[config.mk]
export PLATFORM = sky130hd
export DESIGN_NAME = ram_bist_ctrl
export DESIGN_NICKNAME = d
export VERILOG_FILES = /design/src/rtl/ram_bist_ctrl_pkg.sv /design/src/rtl/ram_bist_ctrl_rd_pipe.sv /design/src/rtl/ram_bist_ctrl.sv
export SDC_FILE = /design/constraint.sdc
export NUM_CORES = 1
export LEC_CHECK = 0
export CAP_MARGIN = 20
export CORE_MARGIN = 1.5
export CORE_UTILIZATION = 50
export CTS_CLUSTER_SIZE = 8
export DETAILED_ROUTE_END_ITERATION = 8
export PLACE_DENSITY = 0.86
export REMOVE_ABC_BUFFERS = 1
export SYNTH_ARGS = -nofsm -noshare
export SYNTH_HDL_FRONTEND = slang
export SYNTH_SLANG_ARGS = --single-unit
[constraint.sdc]
create_clock -name clk -period 3.61 [get_ports clk]
set_input_delay 0.361 -clock clk [delete_from_list [all_inputs] [get_ports clk]]
set_output_delay 0.361 -clock clk [all_outputs]
set_load 0.1 [all_outputs]
[src/rtl/ram_bist_ctrl_pkg.sv]
// State encoding and phase helpers for the RAM march BIST sequencer.
// Pure definitions: no latency, no flow control.
package ram_bist_ctrl_pkg;

  typedef enum logic [2:0] {
    ST_IDLE,
    ST_W0,
    ST_R0,
    ST_W1,
    ST_R1,
    ST_DONE
  } state_t;

  // Second half of the march works on the inverted pattern.
  function automatic logic phase_inv(input state_t s);
    return (s == ST_W1) || (s == ST_R1);
  endfunction

  function automatic logic is_write(input state_t s);
    return (s == ST_W0) || (s == ST_W1);
  endfunction

  function automatic logic is_read(input state_t s);
    return (s == ST_R0) || (s == ST_R1);
  endfunction

endpackage

[src/rtl/ram_bist_ctrl_rd_pipe.sv]
// Delay line for issued reads: {valid, addr, expected} emerge RD_LAT edges after entry.
// Fixed RD_LAT latency; no backpressure, one entry accepted per cycle.
module ram_bist_ctrl_rd_pipe #(
  parameter int RD_LAT     = 2,
  parameter int ADDR_WIDTH = 6,
  parameter int DATA_WIDTH = 8
) (
  input  logic                  clk,
  input  logic                  rst_n,
  input  logic                  in_vld,
  input  logic [ADDR_WIDTH-1:0] in_addr,
  input  logic [DATA_WIDTH-1:0] in_exp,
  output logic                  out_vld,
  output logic [ADDR_WIDTH-1:0] out_addr,
  output logic [DATA_WIDTH-1:0] out_exp
);

  logic [RD_LAT-1:0]     vld_q;
  logic [ADDR_WIDTH-1:0] addr_q [RD_LAT];
  logic [DATA_WIDTH-1:0] exp_q  [RD_LAT];

  always_ff @(posedge clk) begin
    if (!rst_n) begin
      vld_q <= '0;
      for (int i = 0; i < RD_LAT; i++) begin
        addr_q[i] <= '0;
        exp_q[i]  <= '0;
      end
    end else begin
      vld_q[0]  <= in_vld;
      addr_q[0] <= in_addr;
      exp_q[0]  <= in_exp;
      for (int i = 1; i < RD_LAT; i++) begin
        vld_q[i]  <= vld_q[i-1];
        addr_q[i] <= addr_q[i-1];
        exp_q[i]  <= exp_q[i-1];
      end
    end
  end

  assign out_vld  = vld_q[RD_LAT-1];
  assign out_addr = addr_q[RD_LAT-1];
  assign out_exp  = exp_q[RD_LAT-1];

endmodule

[src/rtl/ram_bist_ctrl.sv]
// March BIST sequencer (W0,R0,W1,R1) driving a single-port RAM; registered outputs lag state by one edge.
// Run takes 4*DEPTH+2*RD_LAT+1 edges from start to done; start is ignored while a run is active.
module ram_bist_ctrl
  import ram_bist_ctrl_pkg::*;
#(
  parameter int                    ADDR_WIDTH = 6,
  parameter int                    DATA_WIDTH = 8,
  parameter int                    DEPTH      = 64,
  parameter int                    RD_LAT     = 2,
  parameter logic [DATA_WIDTH-1:0] SEED       = '0,
  parameter int                    CNT_WIDTH  = 8
) (
  input  logic                  clk,
  input  logic                  rst_n,
  input  logic                  start,
  output logic [DATA_WIDTH-1:0] ram_data,
  output logic [ADDR_WIDTH-1:0] ram_addr,
  output logic                  ram_we,
  input  logic [DATA_WIDTH-1:0] ram_q,
  output logic                  busy,
  output logic                  done,
  output logic                  pass,
  output logic [CNT_WIDTH-1:0]  err_count,
  output logic [ADDR_WIDTH-1:0] fail_addr,
  output logic [DATA_WIDTH-1:0] fail_data
);

  localparam int            CW        = ADDR_WIDTH + 2 + $clog2(RD_LAT + 1);
  localparam logic [CW-1:0] WR_LAST   = CW'(DEPTH - 1);
  localparam logic [CW-1:0] RD_LAST   = CW'(DEPTH + RD_LAT - 1);
  localparam logic [CW-1:0] ISSUE_END = CW'(DEPTH);

  state_t                state, state_nxt;
  logic [CW-1:0]         cnt, cnt_nxt;
  logic                  wr, issue;
  logic [ADDR_WIDTH-1:0] cur_addr;
  logic [DATA_WIDTH-1:0] cur_pat;
  logic                  p_vld;
  logic [ADDR_WIDTH-1:0] p_addr;
  logic [DATA_WIDTH-1:0] p_exp;
  logic                  mism;
  logic [CNT_WIDTH-1:0]  err_nxt;

  always_ff @(posedge clk) begin
    if (!rst_n) begin
      state <= ST_IDLE;
      cnt   <= '0;
    end else begin
      state <= state_nxt;
      cnt   <= cnt_nxt;
    end
  end

  // Read phases run DEPTH issue cycles then RD_LAT drain cycles on the same counter.
  always_comb begin
    state_nxt = state;
    cnt_nxt   = cnt + 1'b1;
    case (state)
      ST_IDLE: begin
        cnt_nxt = '0;
        if (start) state_nxt = ST_W0;
      end
      ST_W0, ST_W1: begin
        if (cnt == WR_LAST) begin
          cnt_nxt   = '0;
          state_nxt = (state == ST_W0) ? ST_R0 : ST_R1;
        end
      end
      ST_R0, ST_R1: begin
        if (cnt == RD_LAST) begin
          cnt_nxt   = '0;
          state_nxt = (state == ST_R0) ? ST_W1 : ST_DONE;
        end
      end
      ST_DONE: begin
        cnt_nxt   = '0;
        state_nxt = ST_IDLE;
      end
      default: begin
        cnt_nxt   = '0;
        state_nxt = ST_IDLE;
      end
    endcase
  end

  always_comb begin
    wr       = is_write(state);
    issue    = is_read(state) && (cnt < ISSUE_END);
    cur_addr = cnt[ADDR_WIDTH-1:0];
    cur_pat  = DATA_WIDTH'(cur_addr) ^ SEED ^ {DATA_WIDTH{phase_inv(state)}};
  end

  // Pipe entry shares the edge that drives ram_addr, so its output lines up with valid ram_q.
  ram_bist_ctrl_rd_pipe #(
    .RD_LAT     (RD_LAT),
    .ADDR_WIDTH (ADDR_WIDTH),
    .DATA_WIDTH (DATA_WIDTH)
  ) u_rd_pipe (
    .clk      (clk),
    .rst_n    (rst_n),
    .in_vld   (issue),
    .in_addr  (cur_addr),
    .in_exp   (cur_pat),
    .out_vld  (p_vld),
    .out_addr (p_addr),
    .out_exp  (p_exp)
  );

  always_comb begin
    mism    = p_vld && (ram_q != p_exp);
    err_nxt = err_count;
    if (mism && (err_count != {CNT_WIDTH{1'b1}})) err_nxt = err_count + 1'b1;
  end

  always_ff @(posedge clk) begin
    if (!rst_n) begin
      ram_we    <= 1'b0;
      ram_addr  <= '0;
      ram_data  <= '0;
      busy      <= 1'b0;
      done      <= 1'b0;
      pass      <= 1'b0;
      err_count <= '0;
      fail_addr <= '0;
      fail_data <= '0;
    end else begin
      ram_we   <= wr;
      ram_addr <= (wr || issue) ? cur_addr : '0;
      ram_data <= wr ? cur_pat : '0;
      busy     <= is_write(state) || is_read(state);
      done     <= (state == ST_DONE);
      if ((state == ST_IDLE) && start) begin
        err_count <= '0;
        fail_addr <= '0;
        fail_data <= '0;
        pass      <= 1'b0;
      end else begin
        err_count <= err_nxt;
        if (mism && (err_count == '0)) begin
          fail_addr <= p_addr;
          fail_data <= ram_q;
        end
        if (state == ST_DONE) pass <= (err_nxt == '0);
      end
    end
  end

endmodule
==> results of run 1 <==
==> kinds of logic (layout without fill, tap and decap cells) <==
group / count (synthesis) / after routing / synth area share
AND/OR/NAND/NOR: 130 / 130 / 0.227
XOR/XNOR: 29 / 29 / 0.0847
flip-flops: 80 / 80 / 0.534
AO/OA/AOI/OAI: 20 / 20 / 0.0513
adder cells (fa/ha/maj): 4 / 4 / 0.0167
multiplexers: 16 / 16 / 0.0534
buffers and inverters: 25 / 76 / 0.0334
==> worst paths after layout <==
check	startpoint	depth (start not counted)	slack, ns	endpoint
min	u_rd_pipe.addr_q[0][2]	1	0.44	u_rd_pipe.addr_q[1][2]
min reg2reg	u_rd_pipe.addr_q[0][2]	1	0.44	u_rd_pipe.addr_q[1][2]
max reg2reg	err_count[0]	7	1.37	pass
max	err_count[4]	1	1.18	err_count[4]
==> sequential cells by signal, indices dropped and copies added (netlist names), 2 cells and up <==
signal	flops
u_rd_pipe.vld_q	2
u_rd_pipe.addr_q	12
state	3
cnt	10
fail_addr	6
ram_data	7
fail_data	8
u_rd_pipe.exp_q	14
ram_addr	6
err_count	8
==> power by group through the flow <==
stage	logic [µW]	registers, µW	clock network [µW]
final	60.3	889	577
after global routing	65.0	889	625
after CTS	58.0	888	591
after detailed placement	57.5	909	0
after global placement	56.8	909	0
after floorplan	18.4	919	0
==> layout make-up <==
type | count | share of cell area
inverters | 8 | 0.00803
repair buffers | 52 | 0.143
multi-input cells | 199 | 0.349
well taps | 75 | 0.0251
clock inverters | 4 | 0.00770
flip-flops and latches | 80 | 0.429
clock buffers | 12 | 0.0388
==> cell usage after synthesis, drive strengths merged (3+ instances only) <==
cell | count | share of area
dfxtp | 80 | 0.53
nor2 | 39 | 0.049
and2 | 34 | 0.071
xor2 | 18 | 0.053
mux2i | 16 | 0.053
nand2 | 15 | 0.019
clkbuf | 14 | 0.018
nand3 | 11 | 0.018
xnor2 | 11 | 0.032
and3 | 10 | 0.021
inv | 8 | 0.010
a21oi | 5 | 0.0083
a211oi | 4 | 0.012
ha | 4 | 0.017
nor2b | 4 | 0.0083
buf | 3 | 0.0058
==> per-stage QoR <==
stage | instance area [µm²] | hold WS, ns | setup WS (ns) | instances
after floorplan | 2930 | 0.412 | 0.884 | 287
after global placement | 3540 | 0.415 | 1.00 | 413
after detailed placement | 3540 | 0.419 | 0.951 | 413
after CTS | 3710 | 0.437 | 1.18 | 429
after global routing | 3740 | 0.447 | 1.12 | 430
final | 3740 | 0.439 | 1.18 | 430
==> layer usage <==
metal	share of wire	wire length, µm	track usage	vias up
met2	0.48	2670	0.312	51
met4	0.019	105	0.0897	0
met5	0	0	0	-
met1	0.46	2540	0.211	959
li1	-	-	-	1088
met3	0.047	264	0.0398	11
==> metrics, run 1 <==
Sw Share=0.227; Vias/cell=4.90; Final Skew=0.00611 ns; Row Count=28; Post-synth top flop=dfxtp_1; Slew Limit Fails=0; drt pass-1 iters=4; clock network fraction of design power=0.378; CP Class=flop to output pin; Clk pin slew, worst setup/hold paths=0.08 ns; Final Wtd Congestion=0.879; Overall Power=1530 µW; Sequential cell area=0.00160 mm²; type of the worst min-delay path=flop to flop; Horiz. Die Dim=80.5 µm; Routed Antenna Nets=0; Crit-path slowest cell=clkdlybuf4s50_1; number of fill cells=454; GRT Overall Usage=0.181; Iter 0 DRT Violations=approximately 100; Comb pwr share=0.040; Seq cells post-synth=80; Top Family by Delay on Critical Path=buffers and inverters; synthesized netlist cell count=304; DRT Wirelength=between 5 and 6 mm; status=complete, no violations; final hold violations=0; yosys warns=0; count of clock tree sinks=80; Netlist cell types=40; CP cell instances=clkdlybuf4s50_1; switching power=347 µW; most common cell after layout, fill and taps aside=dfxtp_1; Critical Path AT=2.07 ns; PostCTS Resize Cnt=0; largest net degree at the start of global routing=43; antenna fix cells=0; Initial Utilization=0.513; sequential share of power=0.582; CP Data Required Time=between 3 and 4 ns; H-tree depth=3; synthesis-to-finish area growth=24.6%; fmax=412 MHz; CTS buffer count=9; ys async rst share=0; WL/cell=approximately 13 µm; period utilisation layout=0.672; Buf+Inv Stages, Crit Path=1; detailed-route via count=2109; total setup buffers inserted after CTS=0; P_leak=0.00144 µW; worst skew pair latency=0.34 ns; TritonCTS clock tree=built; Final Setup Violations=0; Tmin final=2.43 ns; sequential fraction of the synthesis area=0.534; GRT overflow=0; Multi-input gate area=0.00131 mm²; Post-synth EDFFs=0; startpoint class of the critical path=flop; CTS max path bufs=2; Max IR drop VDD=223 µV; clk root buf=clkbuf_8; power per cell area=408 mW/mm²; nets@finish=365; global-route wire length before repair=8.94 mm; initial antenna violation count=0; vias in the first global route=1981; # hold bufs at CTS=0; I/O pins=between 50 and 60; syn_area_per_cell=~9.9 µm²; Rel. slew slack=0.325; crit-path max FO=9; mapped cell area=between 0.002 and 0.003 mm²; Int Pwr=1180 µW; Die Height=between 80 and 90 µm; share of layout cells above drive strength 1=0.0592; DIE AREA=0.00647 mm²; Worst Max-Slew Pin Slew=1.01 ns; crit end category=output pin; Max Cap Viol=0; # DRC=0; port bufs=50; most frequent cells in the layout=80 x dfxtp_1, 50 x clkdlybuf4s50_1, 39 x nor2_1, 34 x and2_1, 18 x xor2_1; Max stage delay on crit path=approximately 1.2 ns; Post-Route Setup TNS=0 ns; final core utilization=0.639; RSZ-0062 raised after global routing=no; HPWL after detailed placement=3.74 mm; core area=0.00585 mm²
Power figures use the tool's default switching activity.
==> run 2, diff against run 1 <==
clock period = 2.3 ns   (was 3.61 ns; I/O delays follow)
==> run 2 against run 1 <==
Count of clock-buffer cells in the layout fell by 2; register-to-register slack got worse by 1.2 ns; sequential power rose by 56%; clock power rose by 69%; non-clock buffer count rose by 8; flip-flop and latch count did not move; die area did not move; global-route usage rose by 0.43 points; via count rose by 4.4%; sequential share of layout area rose by 0.38 points; worst setup slack got worse by 1.0 ns.
==> metrics, run 2 (synthesis results as in run 1) <==
WL/cell=12.8 µm (-1.0%); GRT Overall Usage=0.186 (+0.00427); Max IR drop VDD=360 µV (+61%); HPWL after detailed placement=3.98 mm (+6.3%); Final Setup Violations=0 (unchanged); Post-Route Setup TNS=0 ns (unchanged); startpoint class of the critical path=flop; detailed-route via count=2202 (+4.4%); Final Wtd Congestion=0.877 (-0.18%); Initial Utilization=0.513 (unchanged); CP Data Required Time=2.55 ns (-0.70 ns); Overall Power=2470 µW (+62%); DRT Wirelength=5.61 mm (+0.59%); CTS max path bufs=2 (unchanged); final hold violations=0 (unchanged); RSZ-0062 raised after global routing=no; Routed Antenna Nets=0 (unchanged); crit end category=flop; fmax=474 MHz; GRT overflow=0 (unchanged); Int Pwr=1920 µW (+63%); synthesis-to-finish area growth=23.5%; Clk pin slew, worst setup/hold paths=0.08 ns (about the same); Max stage delay on crit path=0.38 ns (-0.82 ns); Iter 0 DRT Violations=92 (-12%); Comb pwr share=0.039 (about the same); TritonCTS clock tree=built; core area=0.00585 mm² (unchanged); final core utilization=0.633 (-0.00556); Die Height=80.5 µm (unchanged); Max Cap Viol=0 (unchanged); Slew Limit Fails=0 (unchanged); Vias/cell=5.04 (+2.7%); Rel. slew slack=0.610 (+0.286); PostCTS Resize Cnt=0 (unchanged); count of clock tree sinks=80 (unchanged); # DRC=0 (unchanged); crit-path max FO=6 (-3); port bufs=50 (unchanged); total setup buffers inserted after CTS=0 (unchanged); Horiz. Die Dim=80.5 µm (unchanged); antenna fix cells=0 (unchanged); Tmin final=2.11 ns; Reg with most FFs=u_rd_pipe.exp_q; Worst Max-Slew Pin Slew=0.577 ns (-0.433 ns); Sw Share=0.221 (-0.00633); global-route wire length before repair=9.05 mm (+1.2%); Critical Path AT=2.36 ns (+0.29 ns); I/O pins=51 (unchanged); Top Family by Delay on Critical Path=compound AO/OA/AOI/OAI gates; Post-Place Cell Area=0.00352 mm² (-0.57%); Row Count=28 (unchanged); drt pass-1 iters=4 (unchanged); H-tree depth=3 (unchanged); period utilisation layout=0.918; P_leak=0.00156 µW (+8.7%); power per cell area=666 mW/mm² (+63%); Crit-path slowest cell=a21oi_1; clk root buf=clkbuf_8; nets@finish=373 (+2.2%); worst skew pair latency=0.35 ns (about the same); CP cell instances=ha_1 > and2_1 > a31o_2 > a21oi_1 > mux2i_1 > a2111oi_2 > a31o_1; DIE AREA=0.00647 mm² (unchanged); WHS=0.438 ns (-0.000221 ns); Regs by FF count=u_rd_pipe.exp_q x14, u_rd_pipe.addr_q x12, cnt x10; initial antenna violation count=0 (unchanged); Finished Cell Area=0.00370 mm² (-0.87%); share of layout cells above drive strength 1=0.191 (+0.131); switching power=545 µW (+57%); largest net degree at the start of global routing=34 (-21%); vias in the first global route=1992 (+0.56%); most frequent cells in the layout=80 x dfxtp_1, 49 x buf_4, 39 x nor2_1, 34 x and2_1, 18 x xor2_1; clock network fraction of design power=0.396 (+0.018); # hold bufs at CTS=0 (unchanged); max reg flops=14 (unchanged); sequential share of power=0.565 (-0.017); CTS buffer count=9 (unchanged); status=complete, no violations; type of the worst min-delay path=flop to flop; Buf+Inv Stages, Crit Path=0 (-1); Final Skew=0.0154 ns (+0.00928 ns); most common cell after layout, fill and taps aside=dfxtp_1; CP Class=flop to flop
## run 2: metal layers
metal  vias up  track usage  share of wire
met2        49        0.316           0.51
li1       1110            -              -
met3         9       0.0511          0.052
met5         -            0              0
met1      1034        0.218           0.42
met4         0       0.0793          0.014
## run 2: final timing paths
check,depth (start not counted),startpoint,endpoint,slack (ns)
min,1,u_rd_pipe.addr_q[0][2],u_rd_pipe.addr_q[1][2],0.44
max reg2reg,7,err_count[0],pass,0.19
min reg2reg,1,u_rd_pipe.addr_q[0][2],u_rd_pipe.addr_q[1][2],0.44
max,7,err_count[0],pass,0.19
## run 2: stage by stage
step | instances | worst slack (ns)
2_1_floorplan | 287 | -0.426
6_report | 437 | 0.188
5_1_grt | 437 | 0.00826
3_5_place_dp | 422 | -0.126
4_1_cts | 437 | 0.195
3_3_place_gp | 422 | -0.0799
## run 2: layout make-up
type,instances,area [µm²]
Fill cell,473,2150
Sequential cell,80,1600
Clock buffer,10,128
Clock inverter,5,58.8
Inverter,8,30.0
Multi-Input combinational cell,199,1310
Timing Repair Buffer,60,488
Tap cell,75,93.8
## run 2: power groups by stage
| stage | registers (µW) | clock network, µW | logic, µW |
|---|---|---|---|
| 2_1_floorplan | 1440 | 0 | 28.8 |
| 3_3_place_gp | 1430 | 0 | 95.2 |
| 3_5_place_dp | 1430 | 0 | 96.4 |
| 4_1_cts | 1390 | 994 | 97.4 |
| 5_1_grt | 1400 | 1050 | 105 |
| 6_report | 1390 | 977 | 96.9 |
==> run 3, diff against run 2 <==
CORE_UTILIZATION = 45   (was 50)
PLACE_DENSITY = 0.79   (was 0.86)
==> run 3 against run 2 <==
Clock power increased by 0.5%; total power increased by 0.18%; critical path depth unchanged; worst hold slack got worse by 0.0050 ns; critical endpoint unchanged; largest power group unchanged.
==> metrics, run 3 (synthesis results as in run 1) <==
status=complete, no violations; max reg flops=14 (unchanged); Initial Utilization=0.470 (-0.0430); Max stage delay on crit path=0.44 ns (+0.06 ns); number of fill cells=565 (+19%); Regs by FF count=u_rd_pipe.exp_q x14, u_rd_pipe.addr_q x12, cnt x10; type of the worst min-delay path=flop to flop; share of layout cells above drive strength 1=0.191 (+0.000528); DRT Wirelength=5.45 mm (-2.8%); Die Height=84.6 µm (+5.2%); global-route wire length before repair=9.25 mm (+2.3%); CTS max path bufs=2 (unchanged); synthesis-to-finish area growth=23.7%; # DRC=0 (unchanged); P_leak=0.00157 µW (+0.41%); RSZ-0062 raised after global routing=no; crit end category=flop; Max Cap Viol=0 (unchanged); final non-filler cell total=438 (+0.23%); initial antenna violation count=0 (unchanged); GRT overflow=0 (unchanged); core area=0.00639 mm² (+9.2%); startpoint class of the critical path=input pin; final core utilization=0.581 (-0.0523); antenna fix cells=0 (unchanged); fmax=478 MHz (+0.84%); highest metal layer with signal wires=met4; CTS buffer count=9 (unchanged); count of clock tree sinks=80 (unchanged); met1 WL=2.56 mm (+7.6%); period utilisation layout=0.910 (-0.00762); Clk pin slew, worst setup/hold paths=0.07 ns (about the same); Final Skew=0.00508 ns (-0.0103 ns); Reg with most FFs=u_rd_pipe.exp_q; nets@finish=373 (unchanged); Post-Route Setup TNS=0 ns (unchanged); reg2reg start=err_count[0]; CP cell instances=clkdlybuf4s50_1 > or3_1 > a211oi_2 > a211oi_1 > or3_1 > a2111oi_2 > a31o_1; CP Class=input pin to flop; Row Count=29 (+3.6%); final hold violations=0 (unchanged); Worst Max-Slew Pin Slew=0.619 ns (+0.0426 ns); Tmin final=2.09 ns (-0.0175 ns); CP Data Required Time=2.60 ns (+0.05 ns); vias in the first global route=2072 (+4.0%); detailed-route via count=2140 (-2.8%); WHS=0.433 ns (-0.00503 ns); Final Setup Violations=0 (unchanged); port bufs=50 (unchanged); HPWL after detailed placement=3.91 mm (-1.7%); clk root buf=clkbuf_8; flop2flop setup slack=0.29 ns (+0.10 ns); DIE AREA=0.00716 mm² (+11%); most frequent cells in the layout=80 x dfxtp_1, 49 x buf_4, 39 x nor2_1, 34 x and2_1, 18 x xor2_1; Iter 0 DRT Violations=52 (-43%); Final Wtd Congestion=0.814 (-7.3%); largest net degree at the start of global routing=36 (+5.9%); Rel. slew slack=0.582 (-0.0288); most common cell after layout, fill and taps aside=dfxtp_1; Critical Path AT=2.39 ns (+0.03 ns); Crit-path slowest cell=clkdlybuf4s50_1; Horiz. Die Dim=84.6 µm (+5.2%); worst skew pair latency=0.35 ns (about the same); pre-CTS setup slack=-0.115 ns (+0.0111 ns); HP Start=u_rd_pipe.addr_q[0][3]; most frequent CP cell=or3_1; Max IR drop VDD=395 µV (+9.8%); Vias/cell=4.89 (-3.0%); Top Family by Delay on Critical Path=compound AO/OA/AOI/OAI gates; metal2 WL=2.56 mm (-10%); # hold bufs at CTS=0 (unchanged); CP startpoint=ram_q[6]; # placed instances=424 (+0.47%); Routed Antenna Nets=0 (unchanged); met3 WL=209 µm (-29%); drt pass-1 iters=4 (unchanged); crit-path max FO=3 (-3); Slew Limit Fails=0 (unchanged); GRT Overall Usage=0.164 (-0.0219); WL/cell=12.4 µm (-3.0%); power per cell area=667 mW/mm² (about the same); I/O pins=51 (unchanged); Buf+Inv Stages, Crit Path=1 (+1); H-tree depth=3 (unchanged); final worst slack=0.206 ns (+0.0175 ns); total setup buffers inserted after CTS=0 (unchanged); TritonCTS clock tree=built
## run 3: cell count changes in the layout (fill, tap and decap cells not counted), sizes merged
cell,previous run,this run
clkbuf,10,11
clkinvlp,2,0
## run 3: per-stage QoR
| stage | instance area, µm² | total power (µW) |
|---|---|---|
| after floorplan | 2930 | 1470 |
| after global placement | 3520 | 1520 |
| after detailed placement | 3520 | 1520 |
| after CTS | 3710 | 2500 |
| after global routing | 3710 | 2560 |
| final | 3710 | 2470 |
## run 3: area by class of cell
cell class / instances / area, µm² / area share
flip-flops and latches: 80 / 1600 / 0.432
multi-input cells: 199 / 1310 / 0.353
repair buffers: 60 / 488 / 0.132
clock buffers: 11 / 141 / 0.0381
well taps: 77 / 96.3 / 0.0260
clock inverters: 3 / 43.8 / 0.0118
inverters: 8 / 30.0 / 0.00809
## run 3: power by group
group / switching (µW) / internal, µW
clock: 462 / 519
sequential: 5.32 / 1390
combinational: 57.6 / 39.1
## run 3: what timing repair did
action	4_1_cts	5_1_grt
resized for setup	0	1
hold endpoints to repair	0	0
endpoints found under the setup margin	0	1
## run 3: final timing paths
check	to	cells past startpoint
worst max-delay path	pass	7
worst min register to register	u_rd_pipe.addr_q[1][3]	1
worst max register to register	pass	7
worst min-delay path	u_rd_pipe.addr_q[1][3]	1
## run 3: metal layers
layer	vias to the layer above	GRT usage
met1	982	0.206
met4	0	0.0836
met5	-	0
met3	11	0.0452
met2	36	0.258
li1	1111	-
